[src/rtl/chunked_adder.sv]
// Multi-cycle adder: WIDTH-bit a + b + cin, CHUNK bits per clock with a registered
// ripple carry between chunks, valid/ready handshakes on both sides.
module chunked_adder #(
  parameter int WIDTH  = 32,
  parameter int CHUNK  = 8,
  parameter bit SIGNED = 1'b0
) (
  input  logic             clk,
  input  logic             rst_n,
  input  logic             in_valid,
  output logic             in_ready,
  input  logic [WIDTH-1:0] a,
  input  logic [WIDTH-1:0] b,
  input  logic             cin,
  output logic             out_valid,
  input  logic             out_ready,
  output logic [WIDTH-1:0] sum,
  output logic             cout,
  output logic             ovf
);

  localparam int NCH = WIDTH / CHUNK;
  localparam int IW  = (NCH > 1) ? $clog2(NCH) : 1;
  localparam logic [IW-1:0] LAST_IDX = IW'(NCH - 1);

  if (WIDTH < 1 || CHUNK < 1 || (WIDTH % CHUNK) != 0) begin : g_bad_params
    $error("chunked_adder: WIDTH (%0d) must be a positive multiple of CHUNK (%0d)", WIDTH, CHUNK);
  end

  typedef enum logic [1:0] {
    IDLE = 2'd0,
    RUN  = 2'd1,
    DONE = 2'd2
  } state_t;

  state_t           state_q;
  logic [WIDTH-1:0] a_q;
  logic [WIDTH-1:0] b_q;
  logic [WIDTH-1:0] sum_q;
  logic [IW-1:0]    idx_q;
  logic             carry_q;
  logic             cout_q;
  logic             ovf_q;

  logic [CHUNK-1:0] a_chunk;
  logic [CHUNK-1:0] b_chunk;
  logic [CHUNK:0]   chunk_res;
  logic [CHUNK-1:0] s_d;
  logic             c_d;
  logic             top_cin;
  logic             ovf_d;

  always_comb begin
    a_chunk = '0;
    b_chunk = '0;
    for (int k = 0; k < NCH; k++) begin
      if (idx_q == IW'(k)) begin
        a_chunk = a_q[k*CHUNK +: CHUNK];
        b_chunk = b_q[k*CHUNK +: CHUNK];
      end
    end
    chunk_res = {1'b0, a_chunk} + {1'b0, b_chunk} + {{CHUNK{1'b0}}, carry_q};
    s_d       = chunk_res[CHUNK-1:0];
    c_d       = chunk_res[CHUNK];
    // Carry into the chunk's top bit recovered from its sum bit; valid for CHUNK == 1 too.
    top_cin   = s_d[CHUNK-1] ^ a_chunk[CHUNK-1] ^ b_chunk[CHUNK-1];
    ovf_d     = SIGNED ? (top_cin ^ c_d) : c_d;
  end

  always_ff @(posedge clk or negedge rst_n) begin
    if (!rst_n) begin
      state_q <= IDLE;
      a_q     <= '0;
      b_q     <= '0;
      sum_q   <= '0;
      idx_q   <= '0;
      carry_q <= 1'b0;
      cout_q  <= 1'b0;
      ovf_q   <= 1'b0;
    end else begin
      case (state_q)
        IDLE: begin
          if (in_valid) begin
            a_q     <= a;
            b_q     <= b;
            carry_q <= cin;
            idx_q   <= '0;
            state_q <= RUN;
          end
        end
        RUN: begin
          for (int k = 0; k < NCH; k++) begin
            if (idx_q == IW'(k)) begin
              sum_q[k*CHUNK +: CHUNK] <= s_d;
            end
          end
          carry_q <= c_d;
          if (idx_q == LAST_IDX) begin
            cout_q  <= c_d;
            ovf_q   <= ovf_d;
            idx_q   <= '0;
            state_q <= DONE;
          end else begin
            idx_q <= idx_q + 1'b1;
          end
        end
        DONE: begin
          if (out_ready) begin
            state_q <= IDLE;
          end
        end
        default: state_q <= IDLE;
      endcase
    end
  end

  assign in_ready  = (state_q == IDLE);
  assign out_valid = (state_q == DONE);
  assign sum       = sum_q;
  assign cout      = cout_q;
  assign ovf       = ovf_q;

endmodule

[config.mk]
export PLATFORM = sky130hd
export DESIGN_NAME = chunked_adder
export DESIGN_NICKNAME = d
export VERILOG_FILES = /design/src/rtl/chunked_adder.sv
export SDC_FILE = /design/constraint.sdc
export NUM_CORES = 1
export LEC_CHECK = 0
export BUFFER_PORTS_ARGS = -buffer_cell sky130_fd_sc_hd__buf_2
export CAP_MARGIN = 10
export CORE_MARGIN = 1
export CORE_UTILIZATION = 50
export CTS_CLUSTER_DIAMETER = 100
export DETAILED_ROUTE_END_ITERATION = 12
export PLACE_DENSITY = 0.86
export SKIP_LAST_GASP = 1
export SLEW_MARGIN = 20
export SYNTH_ARGS = -nofsm -noshare
export SYNTH_HDL_FRONTEND = slang
export SYNTH_SLANG_ARGS = --single-unit
[constraint.sdc]
create_clock -name clk -period 9.1 [get_ports clk]
set_input_delay 0.455 -clock clk [delete_from_list [all_inputs] [get_ports clk]]
set_output_delay 0.455 -clock clk [all_outputs]
set_load 0.01 [all_outputs]
==> flow_summary.rst, run 1 <==
.. list-table::
   :header-rows: 1

   * - Metric
     - Value
   * - Worst setup skew after layout
     - 0.0129 ns
   * - Fraction of power spent switching nets
     - 44.5%
   * - Layout net count
     - 715
   * - Met1 Track Usage GR
     - a little under a third
   * - Leak
     - 2.89 nW
   * - Share of layout cells above drive strength 1
     - between 10% and 20%
   * - Initial drt markers
     - 285
   * - Inserted Diodes
     - 0
   * - Setup slack at placement
     - 5.47 ns
   * - Sw power
     - 947 uW
   * - Total of endpoints with negative setup slack in the final report
     - 0
   * - Post-layout worst setup margin
     - 5.37 ns
   * - Data arrival time at the worst-slack endpoint
     - ~4.0 ns
   * - Sequential Area
     - ~2600 um2
   * - Final GP Congestion
     - 0.878
   * - Yosys warning total
     - 0
   * - Wire length of the first global-routing pass
     - 18.2 mm
   * - Global routing usage on met3
     - 3.62%
   * - Initial core utilization
     - ~53%
   * - Final Slew Violations
     - 0
   * - Via count
     - between 4000 and 5000
   * - Required time worst endpoint
     - roughly 9.4 ns
   * - H-tree levels
     - 3
   * - Cell area after synthesis
     - 4670 um2
   * - First-pass iteration count of the detailed router
     - 8
   * - Unrepaired setup endpoints after global routing
     - false
   * - Combinational fraction of design power
     - 48.1%
   * - Clock period minus final worst setup slack
     - between 3 and 4 ns
   * - Filler Cells Inserted
     - 767
   * - Critical path endpoint category
     - flip-flop
   * - Inst Count DP
     - between 700 and 800
   * - Mean Syn Cell Area
     - ~8.5 um2
   * - Post-CTS setup buffer count
     - 0
   * - Number of design rule violations left after detail routing
     - 0
   * - Total detailed-routing wirelength
     - 11.2 mm
   * - Critical path class
     - reg -> reg
   * - Clk root buf
     - sky130_fd_sc_hd__clkbuf_8
   * - Area delta synth->final
     - 15.7%
   * - Synth area leaders
     - sky130_fd_sc_hd__dfrtp_1 55%, sky130_fd_sc_hd__nand2_1 20%, sky130_fd_sc_hd__o21ai_0 4.5%, sky130_fd_sc_hd__a21oi_1 3.2%, sky130_fd_sc_hd__ha_1 2.9%
   * - Number of antenna violations at the first check in global routing
     - 0
   * - Post-synth cell types
     - 31
   * - Actual slew at the worst max-slew pin
     - 1.05 ns
   * - GRT met2 Usage
     - 40.4%
   * - Most used routing layer
     - met2
   * - R2R Setup Slk
     - 5.37 ns
   * - Area taken by multi-input logic gates
     - 1950 um2
   * - Number of buffers added on ports
     - around 100
   * - Ports placed on the boundary
     - 105
   * - Final hold vios
     - 0
   * - IR Drop Worst-Case VDD
     - 0.240 mV
   * - Number of nets with antenna violations after routing
     - 0
   * - Int Pwr
     - between 1 and 1.5 mW
   * - Top cell type's share of synthesized area
     - 54.6%
   * - Sink count of the clock tree
     - 102
   * - Vias in the first global route
     - 3832
   * - Largest buffer count on any clock path
     - 2
   * - Global-route usage over all layers
     - 23.8%
   * - Final Cycle Share
     - 40.9%
   * - Synthesized net count
     - around 630
   * - Total congestion overflow
     - 0
   * - Die footprint
     - just under 10000 um2
   * - Hold_ws
     - 0.0313 ns
   * - HPWL after DPL
     - 7.96 mm
   * - Achievable Freq
     - 268 MHz
   * - Biggest area consumer among synthesized cells
     - sky130_fd_sc_hd__dfrtp_1
   * - CP Launch Type
     - flip-flop
   * - Max-cap violations
     - 0
   * - Critical path fanouts, max
     - 26
   * - Hold-fix buffers at CTS
     - 0
   * - Count of state elements after synthesis
     - between 100 and 150
   * - Clock latency on the worst-skew pair
     - 0.36 ns
   * - Register area share after synthesis
     - a little over half
   * - Most frequent cells in the layout
     - 254 x sky130_fd_sc_hd__nand2_1, 103 x sky130_fd_sc_hd__buf_2, 102 x sky130_fd_sc_hd__dfrtp_1, 42 x sky130_fd_sc_hd__o21ai_0, 30 x sky130_fd_sc_hd__a21oi_1
   * - Slew HR
     - 29.8%
   * - Chip Height
     - 98.7 um
   * - Pwr dens
     - 393 nW/um2
   * - Drt via density
     - around 5.4
   * - Type of the worst min-delay path
     - in -> async
   * - Clock Power Share
     - 14.5%
   * - Clock tree from TritonCTS
     - built
   * - Share of power burned in registers
     - 37.4%
   * - Std cell rows
     - 34
   * - Die width
     - around 99 um
   * - Leading cell type in the layout, fill and taps excluded
     - sky130_fd_sc_hd__nand2_1
   * - Largest net degree at the start of global routing
     - ~70
   * - Outcome
     - finished clean
   * - Core Region
     - 8890 um2
   * - Number of buffers created by CTS
     - 9
   * - Reg clk slew, reported paths
     - 0.09 ns
   * - WL per Instance
     - between 10 and 15 um
   * - Non-filler cells, final
     - 746
   * - Cells resized by post-CTS repair
     - 0
   * - Cell count after synthesis
     - 549
   * - Total negative slack
     - 0 ns
-- logic make-up after synthesis --
group	Yosys count	synth area share, %
AND/OR/NAND/NOR	292	25.0
flip-flops	102	54.6
AO/OA/AOI/OAI	98	11.9
buffers and inverters	40	3.94
adder cells (fa/ha/maj)	13	3.80
XOR/XNOR	4	0.750
-- worst paths after layout --
kind | depth (start not counted) | end | startpoint
setup / recovery | 12 | sum[22] | idx_q[0]
hold / removal | 1 | sum[16] | rst_n
setup reg to reg | 12 | sum[22] | idx_q[0]
hold reg to reg | 2 | a_q[26] | a_q[26]
max in group asynchronous | 2 | a_q[15] | rst_n
min in group clk | 3 | b_q[1] | b[1]
-- worst max-delay path, cell delays in order, from the launching register on --
cell	delay, ns
sky130_fd_sc_hd__dfrtp_1	0.44
sky130_fd_sc_hd__ha_1	0.49
sky130_fd_sc_hd__nor2b_1	0.57
sky130_fd_sc_hd__a221oi_1	0.19
sky130_fd_sc_hd__nor3_1	0.21
sky130_fd_sc_hd__a21oi_1	0.08
sky130_fd_sc_hd__fa_1	0.45
sky130_fd_sc_hd__fa_1	0.43
sky130_fd_sc_hd__nor2b_1	0.14
sky130_fd_sc_hd__o21ai_1	0.08
sky130_fd_sc_hd__a21oi_1	0.20
sky130_fd_sc_hd__nor3_1	0.12
sky130_fd_sc_hd__o31ai_1	0.24
-- state kept, by name, indices dropped and copies added (netlist names) --
register / flops
idx_q: 2
a_q: 32
sum: 32
b_q: 32
ovf: 1
state_q: 2
carry_q: 1
-- final cells by class --
cell class                      count  share of cell area (%)
Clock inverter                      6                    1.60
Tap cell                          108                    2.50
Sequential cell                   102                    47.2
Timing Repair Buffer              105                    9.81
Clock buffer                       10                    2.36
Inverter                            8                   0.555
Multi-Input combinational cell    407                    36.0
-- power by group through the flow --
stage / Clock, mW / Sequential (mW) / Combinational (mW)
final: 0.307 / 0.796 / 1.02
after global routing: 0.325 / 0.815 / 1.15
after CTS: 0.310 / 0.793 / 1.02
after detailed placement: 0 / 0.799 / 1.01
after global placement: 0 / 0.790 / 0.956
after floorplan: 0 / 0.782 / 0.722
-- per-stage QoR --
| step | total power [mW] | instance area [um2] | utilization (%) |
|---|---|---|---|
| after floorplan | 1.50 | 4670 | - |
| after CTS | 2.12 | 5400 | 60.8 |
| after global placement | 1.75 | 5190 | 58.3 |
| after global routing | 2.29 | 5410 | 60.8 |
| final | 2.13 | 5410 | 60.8 |
| after detailed placement | 1.81 | 5190 | 58.3 |
-- synth_stat cells --
cell / instances
sky130_fd_sc_hd__clkbuf_1: 13
sky130_fd_sc_hd__nand2b_1: 5
sky130_fd_sc_hd__dfrtp_1: 102
sky130_fd_sc_hd__o21a_1: 1
sky130_fd_sc_hd__xnor2_1: 1
sky130_fd_sc_hd__buf_6: 1
sky130_fd_sc_hd__nand2_1: 255
sky130_fd_sc_hd__and2_1: 1
sky130_fd_sc_hd__a22o_1: 1
sky130_fd_sc_hd__a21oi_1: 30
sky130_fd_sc_hd__buf_2: 15
sky130_fd_sc_hd__o21ai_0: 42
sky130_fd_sc_hd__nor3_1: 6
sky130_fd_sc_hd__nor2b_1: 7
sky130_fd_sc_hd__o31ai_1: 6
sky130_fd_sc_hd__fa_1: 2
sky130_fd_sc_hd__nand3b_1: 8
sky130_fd_sc_hd__o211ai_1: 1
sky130_fd_sc_hd__xor2_1: 3
sky130_fd_sc_hd__nand3_1: 1
sky130_fd_sc_hd__a22oi_1: 4
sky130_fd_sc_hd__o21ai_1: 5
sky130_fd_sc_hd__ha_1: 11
sky130_fd_sc_hd__nor2_1: 9
sky130_fd_sc_hd__a21o_1: 2
sky130_fd_sc_hd__a221oi_1: 4
sky130_fd_sc_hd__buf_4: 2
sky130_fd_sc_hd__a311o_1: 1
sky130_fd_sc_hd__inv_1: 8
sky130_fd_sc_hd__o2111a_1: 1
sky130_fd_sc_hd__buf_1: 1
-- per-layer routing --
metal	routed length, um	up-vias
met4	201	0
li1	-	1938
met3	598	21
met2	5370	166
met5	0	-
met1	4980	1885
Power figures use the tool's default switching activity.
==> run 2: changes to the inputs <==
--- a/config.mk
+++ b/config.mk
@@ -8,10 +8,10 @@
 export BUFFER_PORTS_ARGS = -buffer_cell sky130_fd_sc_hd__buf_2
 export CAP_MARGIN = 10
 export CORE_MARGIN = 1
-export CORE_UTILIZATION = 50
+export CORE_UTILIZATION = 49
 export CTS_CLUSTER_DIAMETER = 100
 export DETAILED_ROUTE_END_ITERATION = 12
-export PLACE_DENSITY = 0.86
+export PLACE_DENSITY = 0.87
 export SKIP_LAST_GASP = 1
 export SLEW_MARGIN = 20
 export SYNTH_ARGS = -nofsm -noshare
==> constraint.sdc (replaced) <==
create_clock -name clk -period 3.2 [get_ports clk]
set_input_delay 0.16 -clock clk [delete_from_list [all_inputs] [get_ports clk]]
set_output_delay 0.16 -clock clk [all_outputs]
set_load 0.01 [all_outputs]
==> flow_summary.rst, run 2 (synthesized netlist as in run 1, its figures left out) <==
.. list-table::
   :header-rows: 1

   * - Metric
     - Value
   * - Bufs and invs on worst path
     - 3 (+3)
   * - Slew HR
     - 51.1% (+21 points)
   * - Ports placed on the boundary
     - 105 (unchanged)
   * - WL per Instance
     - 14.8 um (-1.1%)
   * - Number of buffers created by CTS
     - 9 (unchanged)
   * - Share of layout cells above drive strength 1
     - 19.4% (+0.28 points)
   * - Depth of the most critical reg-to-reg path
     - 14 (+2)
   * - Standard cell with the maximum stage delay on the critical path
     - sky130_fd_sc_hd__dfrtp_1
   * - Critical path cell sequence
     - inv_1 -> ha_1 -> nor2b_4 -> buf_4 -> a221oi_1 -> nor3_1 -> a21oi_1 -> inv_1 -> ha_1 -> nand2b_1 -> a21oi_1 -> o2111a_1 -> a311o_1 -> o21ai_1
   * - Final Cycle Share
     - 94.5% (+54 points)
   * - Final total power
     - 6.24 mW (+190%)
   * - Inserted Diodes
     - 0 (unchanged)
   * - Total of endpoints with negative setup slack in the final report
     - 0 (unchanged)
   * - Max-cap violations
     - 0 (unchanged)
   * - Clk root buf
     - sky130_fd_sc_hd__clkbuf_8
   * - Largest stage delay on the critical path
     - 0.43 ns (-0.14 ns)
   * - Final Core Density
     - 66.1% (+5.2 points)
   * - Layout net count
     - 783 (+9.5%)
   * - Critical path class
     - reg -> reg
   * - Outcome
     - finished with violations
   * - Clock latency on the worst-skew pair
     - 0.38 ns (+0.02 ns)
   * - Worst hold path depth
     - 3
   * - Largest net degree at the start of global routing
     - 83 (+20%)
   * - Type of the worst min-delay path
     - in -> reg
   * - Failing checks
     - negative hold slack
   * - Number of buffers added on ports
     - 104 (unchanged)
   * - Achievable Freq
     - 331 MHz (+23%)
   * - Std cell rows
     - 35 (+2.9%)
   * - Area delta synth->final
     - 30.7%
   * - Vias in the first global route
     - 4285 (+12%)
   * - Crit-path leading delay family
     - compound AO/OA/AOI/OAI gates
   * - Pwr dens
     - 1020 nW/um2 (+160%)
   * - Worst setup skew after layout
     - 0.0173 ns (+0.00441 ns)
   * - Reg clk slew, reported paths
     - 0.10 ns (about the same)
   * - Clock tree from TritonCTS
     - built
   * - Via count
     - 4284 (+6.8%)
   * - Core Region
     - 9240 um2 (+3.9%)
   * - Number of antenna violations at the first check in global routing
     - 0 (unchanged)
   * - Critical Path Stages
     - 14 (+2)
   * - Leading cell type in the layout, fill and taps excluded
     - sky130_fd_sc_hd__nand2_1
   * - Instance area after placement
     - 5300 um2 (+2.1%)
   * - Global-route usage over all layers
     - 25.9% (+2.1 points)
   * - Most frequent cells in the layout
     - 254 x sky130_fd_sc_hd__nand2_1, 103 x sky130_fd_sc_hd__buf_2, 102 x sky130_fd_sc_hd__dfrtp_1, 57 x sky130_fd_sc_hd__dlygate4sd3_1, 42 x sky130_fd_sc_hd__o21ai_0
   * - Critical path fanouts, max
     - 5 (-81%)
   * - Actual slew at the worst max-slew pin
     - 0.733 ns (-0.320 ns)
   * - First-pass iteration count of the detailed router
     - 5 (-3)
   * - CP Launch Type
     - flip-flop
   * - Leak
     - 3.18 nW (+10%)
   * - Total congestion overflow
     - 0 (unchanged)
   * - Final Slew Violations
     - 0 (unchanged)
   * - IR Drop Worst-Case VDD
     - 0.658 mV (+170%)
   * - Final hold vios
     - 1 (+1)
   * - Die footprint
     - 9930 um2 (+2.0%)
   * - Wire length of the first global-routing pass
     - 19.8 mm (+9.1%)
   * - Data arrival time at the worst-slack endpoint
     - 3.32 ns (-0.67 ns)
   * - Critical path endpoint category
     - flip-flop
   * - Number of nets with antenna violations after routing
     - 0 (unchanged)
   * - Number of design rule violations left after detail routing
     - 0 (unchanged)
   * - Clock period minus final worst setup slack
     - 3.02 ns (-0.703 ns)
   * - Sink count of the clock tree
     - 102 (unchanged)
   * - Die width
     - 99.6 um (+0.99%)
   * - Required time worst endpoint
     - 3.50 ns (-5.86 ns)
   * - H-tree levels
     - 3 (unchanged)
   * - Final GP Congestion
     - 0.878 (about the same)
   * - Total detailed-routing wirelength
     - 12.3 mm (+11%)
   * - Drt via density
     - 5.13 (-4.6%)
   * - Hold_ws
     - -0.00126 ns (-0.0325 ns)
   * - Largest buffer count on any clock path
     - 2 (unchanged)
   * - Chip Height
     - 99.6 um (+0.99%)
   * - Final design instance area without fill
     - 6100 um2 (+13%)
   * - HPWL after DPL
     - 8.09 mm (+1.7%)
   * - Unrepaired setup endpoints after global routing
     - true
   * - Initial core utilization
     - 50.6% (-2.0 points)
   * - Filler Cells Inserted
     - 695 (-9.4%)
   * - Initial drt markers
     - 306 (+7.4%)
[run 2: cell count changes in the layout (fill, tap and decap cells not counted), sizes merged]
cell,before,now
inv,8,9
clkinv,3,0
buf,105,116
dlygate4sd3,0,57
clkbuf,10,12
bufinv,2,1
clkinvlp,1,2
[run 2: cell type report]
cell class | instances | area [um2] | area share [%]
Sequential cell | 102 | 2550 | 41.8
Multi-Input combinational cell | 407 | 1970 | 32.3
Timing Repair Buffer | 173 | 1190 | 19.5
Tap cell | 129 | 161 | 2.64
Clock buffer | 12 | 145 | 2.38
Clock inverter | 4 | 53.8 | 0.881
Inverter | 8 | 30.0 | 0.492
[run 2: power breakdown]
part / switching, mW / leakage [nW] / internal [mW] / total [mW]
logic: 1.97 / 1.80 / 1.19 / 3.16
clock network: 0.449 / 0.0932 / 0.387 / 0.835
registers: 0.369 / 1.28 / 1.88 / 2.25
total: 2.79 / 3.18 / 3.45 / 6.24
[run 2: final timing paths]
check / from / to / slack, ns
setup / recovery: idx_q[0] / sum[15] / 0.18
hold / removal: b[17] / b_q[17] / -0.001
setup reg to reg: idx_q[0] / sum[15] / 0.18
hold reg to reg: sum[26] / sum[26] / 0.48
max in group asynchronous: rst_n / a_q[3] / 2.14
min in group asynchronous: rst_n / sum[25] / 0.38
[run 2: routing by layer]
metal | GRT usage [%] | vias to the layer above | part of all wire (%)
met5 | 0 | - | 0
met4 | 8.82 | 0 | 2.2
met3 | 4.22 | 33 | 5.8
met2 | 44.3 | 192 | 49
met1 | 33.7 | 1989 | 43
li1 | - | 2070 | -
[run 2: per-stage QoR]
step	std cells	setup TNS, ns	worst slack [ns]	hold WS (ns)
5_1_grt	835	-0.0419	-0.0235	0.00359
3_5_place_dp	762	0	0.190	0.353
6_report	835	0	0.177	-0.00126
4_1_cts	834	0	0.164	0.00187
3_3_place_gp	762	0	0.297	0.350
2_1_floorplan	549	0	0.307	-0.136
[run 2: worst min-delay path, delay by kind of cell]
kind / cells / cell delay [ns]
buf+inv: 1 / 0.07
simple gates: 2 / 0.10
[run 2: timing repair]
| item | 4_1_cts | 5_1_grt |
|---|---|---|
| resized for setup | 0 | 7 |
| hold buffers | 56 | 1 |
| setup endpoints to repair | 0 | 19 |
| endpoints found under the hold margin | 88 | 1 |
| setup buffers | 0 | 0 |
==> run 3: changes to the inputs <==
--- a/config.mk
+++ b/config.mk
@@ -11,7 +11,10 @@
 export CORE_UTILIZATION = 49
 export CTS_CLUSTER_DIAMETER = 100
 export DETAILED_ROUTE_END_ITERATION = 12
+export GPL_TIMING_DRIVEN = 0
 export PLACE_DENSITY = 0.87
+export RECOVER_POWER = 25
+export SETUP_SLACK_MARGIN = 0.5
 export SKIP_LAST_GASP = 1
 export SLEW_MARGIN = 20
 export SYNTH_ARGS = -nofsm -noshare
==> flow_summary.rst, run 3 (synthesized netlist as in run 1, its figures left out) <==
.. list-table::
   :header-rows: 1

   * - Metric
     - Value
   * - Outcome
     - finished with violations
   * - Failing checks
     - negative hold slack
   * - Clk root buf
     - sky130_fd_sc_hd__clkbuf_8
   * - Total negative slack
     - 0 ns (unchanged)
   * - Worst setup skew after layout
     - 0.0146 ns (-0.00269 ns)
   * - Clock latency on the worst-skew pair
     - 0.37 ns (about the same)
   * - Clock Power Share
     - 11.3% (-2.1 points)
   * - Via count
     - 4535 (+5.9%)
   * - Slew HR
     - 2.00% (-49 points)
   * - Reg clk slew, reported paths
     - 0.10 ns (about the same)
   * - IR Drop Worst-Case VDD
     - 0.548 mV (-17%)
   * - Chip Height
     - 99.6 um (unchanged)
   * - Total of endpoints with negative setup slack in the final report
     - 0 (unchanged)
   * - Clock period minus final worst setup slack
     - 3.15 ns (+0.123 ns)
   * - Number of buffers added on ports
     - 104 (unchanged)
   * - Int Pwr
     - 3.86 mW (+12%)
   * - H-tree levels
     - 3 (unchanged)
   * - Clock tree from TritonCTS
     - built
   * - Largest buffer count on any clock path
     - 2 (unchanged)
   * - Largest stage delay on the critical path
     - 0.43 ns (about the same)
   * - Max-cap violations
     - 0 (unchanged)
   * - Share of layout cells above drive strength 1
     - 26.5% (+7.1 points)
   * - Area delta synth->final
     - 37.9%
   * - Unrepaired setup endpoints after global routing
     - true
   * - Number of buffers created by CTS
     - 9 (unchanged)
   * - First-pass iteration count of the detailed router
     - 5 (unchanged)
   * - Required time worst endpoint
     - 3.49 ns (about the same)
   * - Largest net degree at the start of global routing
     - 76 (-8.4%)
   * - Core Region
     - 9240 um2 (unchanged)
   * - Ports placed on the boundary
     - 105 (unchanged)
   * - Sw power
     - 3.14 mW (+13%)
   * - Critical path endpoint category
     - flip-flop
   * - Initial drt markers
     - 306 (unchanged)
   * - Critical path fanouts, max
     - 5 (unchanged)
   * - Die footprint
     - 9930 um2 (unchanged)
   * - CP Launch Type
     - flip-flop
   * - Std cell rows
     - 35 (unchanged)
   * - Final Slew Violations
     - 0 (unchanged)
   * - Critical path class
     - reg -> reg
   * - Critical path cell sequence
     - buf_4 -> ha_4 -> buf_4 -> nand3b_1 -> a21oi_1 -> a21oi_1 -> o21ai_1 -> ha_1 -> a21o_1 -> o2111a_1 -> a311o_2 -> o21ai_1
   * - Number of antenna violations at the first check in global routing
     - 0 (unchanged)
   * - Share of power burned in registers
     - 32.0% (-4.0 points)
   * - Sink count of the clock tree
     - 102 (unchanged)
   * - Wire length of the first global-routing pass
     - 21.6 mm (+8.8%)
   * - Final Cycle Share
     - 98.3% (+3.9 points)
   * - HPWL after DPL
     - 8.82 mm (+9.0%)
   * - Actual slew at the worst max-slew pin
     - 1.47 ns (+0.737 ns)
   * - Fraction of power spent switching nets
     - 44.9% (+0.27 points)
   * - Combinational fraction of design power
     - 56.6% (+6.0 points)
   * - Die width
     - 99.6 um (unchanged)
   * - Most frequent cells in the layout
     - 254 x sky130_fd_sc_hd__nand2_1, 115 x sky130_fd_sc_hd__buf_2, 102 x sky130_fd_sc_hd__dfrtp_1, 52 x sky130_fd_sc_hd__dlygate4sd3_1, 31 x sky130_fd_sc_hd__o21ai_0
   * - Type of the worst min-delay path
     - in -> reg
   * - WL per Instance
     - 15.2 um (+2.6%)
   * - Vias in the first global route
     - 4522 (+5.5%)
   * - Inserted Diodes
     - 0 (unchanged)
   * - Hold_ws
     - -0.00302 ns (-0.00176 ns)
   * - Drt via density
     - 5.24 (+2.1%)
   * - Total congestion overflow
     - 0 (unchanged)
   * - Leading cell type in the layout, fill and taps excluded
     - sky130_fd_sc_hd__nand2_1
   * - Achievable Freq
     - 318 MHz (-3.9%)
   * - Number of design rule violations left after detail routing
     - 0 (unchanged)
   * - Layout net count
     - 815 (+4.1%)
   * - Final GP Congestion
     - 0.895 (+1.9%)
   * - Leak
     - 3.33 nW (+4.7%)
   * - Pwr dens
     - 1090 nW/um2 (+6.3%)
   * - Final hold vios
     - 1 (unchanged)
   * - Number of nets with antenna violations after routing
     - 0 (unchanged)
   * - Global-route usage over all layers
     - 28.1% (+2.2 points)
   * - Standard cell with the maximum stage delay on the critical path
     - sky130_fd_sc_hd__dfrtp_1
   * - Data arrival time at the worst-slack endpoint
     - 3.43 ns (+0.11 ns)
   * - Initial core utilization
     - 50.6% (unchanged)
   * - Total detailed-routing wirelength
     - 13.1 mm (+6.4%)
==> run 3: through the flow <==
step / cells / setup WS [ns] / total power, mW / utilization, % / instance area [um2]
6_report: 866 / 0.0537 / 7.00 / 69.7 / 6440
5_1_grt: 866 / -0.0315 / 7.49 / 69.7 / 6440
4_1_cts: 866 / 0.216 / 6.75 / 69.5 / 6420
3_5_place_dp: 783 / -0.227 / 5.41 / 58.7 / 5430
2_1_floorplan: 549 / 0.428 / 4.36 / - / 4710
3_3_place_gp: 782 / -0.113 / 5.22 / 58.3 / 5390
==> run 3: repair_timing <==
action,4_1_cts,5_1_grt
endpoints found under the hold margin,78,0
hold buffers,52,0
setup endpoints to repair,30,30
setup buffers,16,0
pin swaps,25,13
gates resized for setup,45,18
==> run 3: cell type report <==
cell class	instances	area, um2
Fill cell	685	2800
Sequential cell	102	2550
Multi-Input combinational cell	407	2140
Timing Repair Buffer	173	1170
Buffer	32	201
Tap cell	129	161
Clock buffer	9	124
Clock inverter	6	63.8
Inverter	8	30.0
==> run 3: worst paths after layout <==
check                           depth (start not counted)  slack [ns]  endpoint      from
worst min register to register                          2        0.48   sum[17]   sum[17]
max in group asynchronous                               3        0.73   sum[14]     rst_n
min in group asynchronous                               2        0.67    sum[0]     rst_n
worst max register to register                         12        0.05   sum[23]  idx_q[0]
worst max-delay path                                   12        0.05   sum[23]  idx_q[0]
worst min-delay path                                    3      -0.003   b_q[19]     b[19]
==> run 3: critical path, delay by kind of cell (launching register included) <==
family                     cells  cell delay (ns)
AOI/OAI and AO/OA              7             1.59
adders and majority gates      2             0.55
DFF                            1             0.43
buffers and inverters          2             0.32
and+or+nand+nor                1             0.17
==> run 3: power by group through the flow <==
stage	combinational, mW	clock, mW	sequential (mW)
2_1_floorplan	2.13	0	2.23
3_3_place_gp	3.01	0	2.21
3_5_place_dp	3.16	0	2.25
4_1_cts	3.72	0.801	2.23
5_1_grt	4.35	0.846	2.30
6_report	3.97	0.793	2.24
==> run 3: metal layers <==
layer	global-route usage [%]	vias up	routed length [um]	share of wire, %
met5	0	-	0	0
met4	10.2	0	352	2.7
met3	4.15	33	907	6.9
met2	49.0	220	6540	50
met1	35.7	2142	5330	41
li1	-	2140	-	-
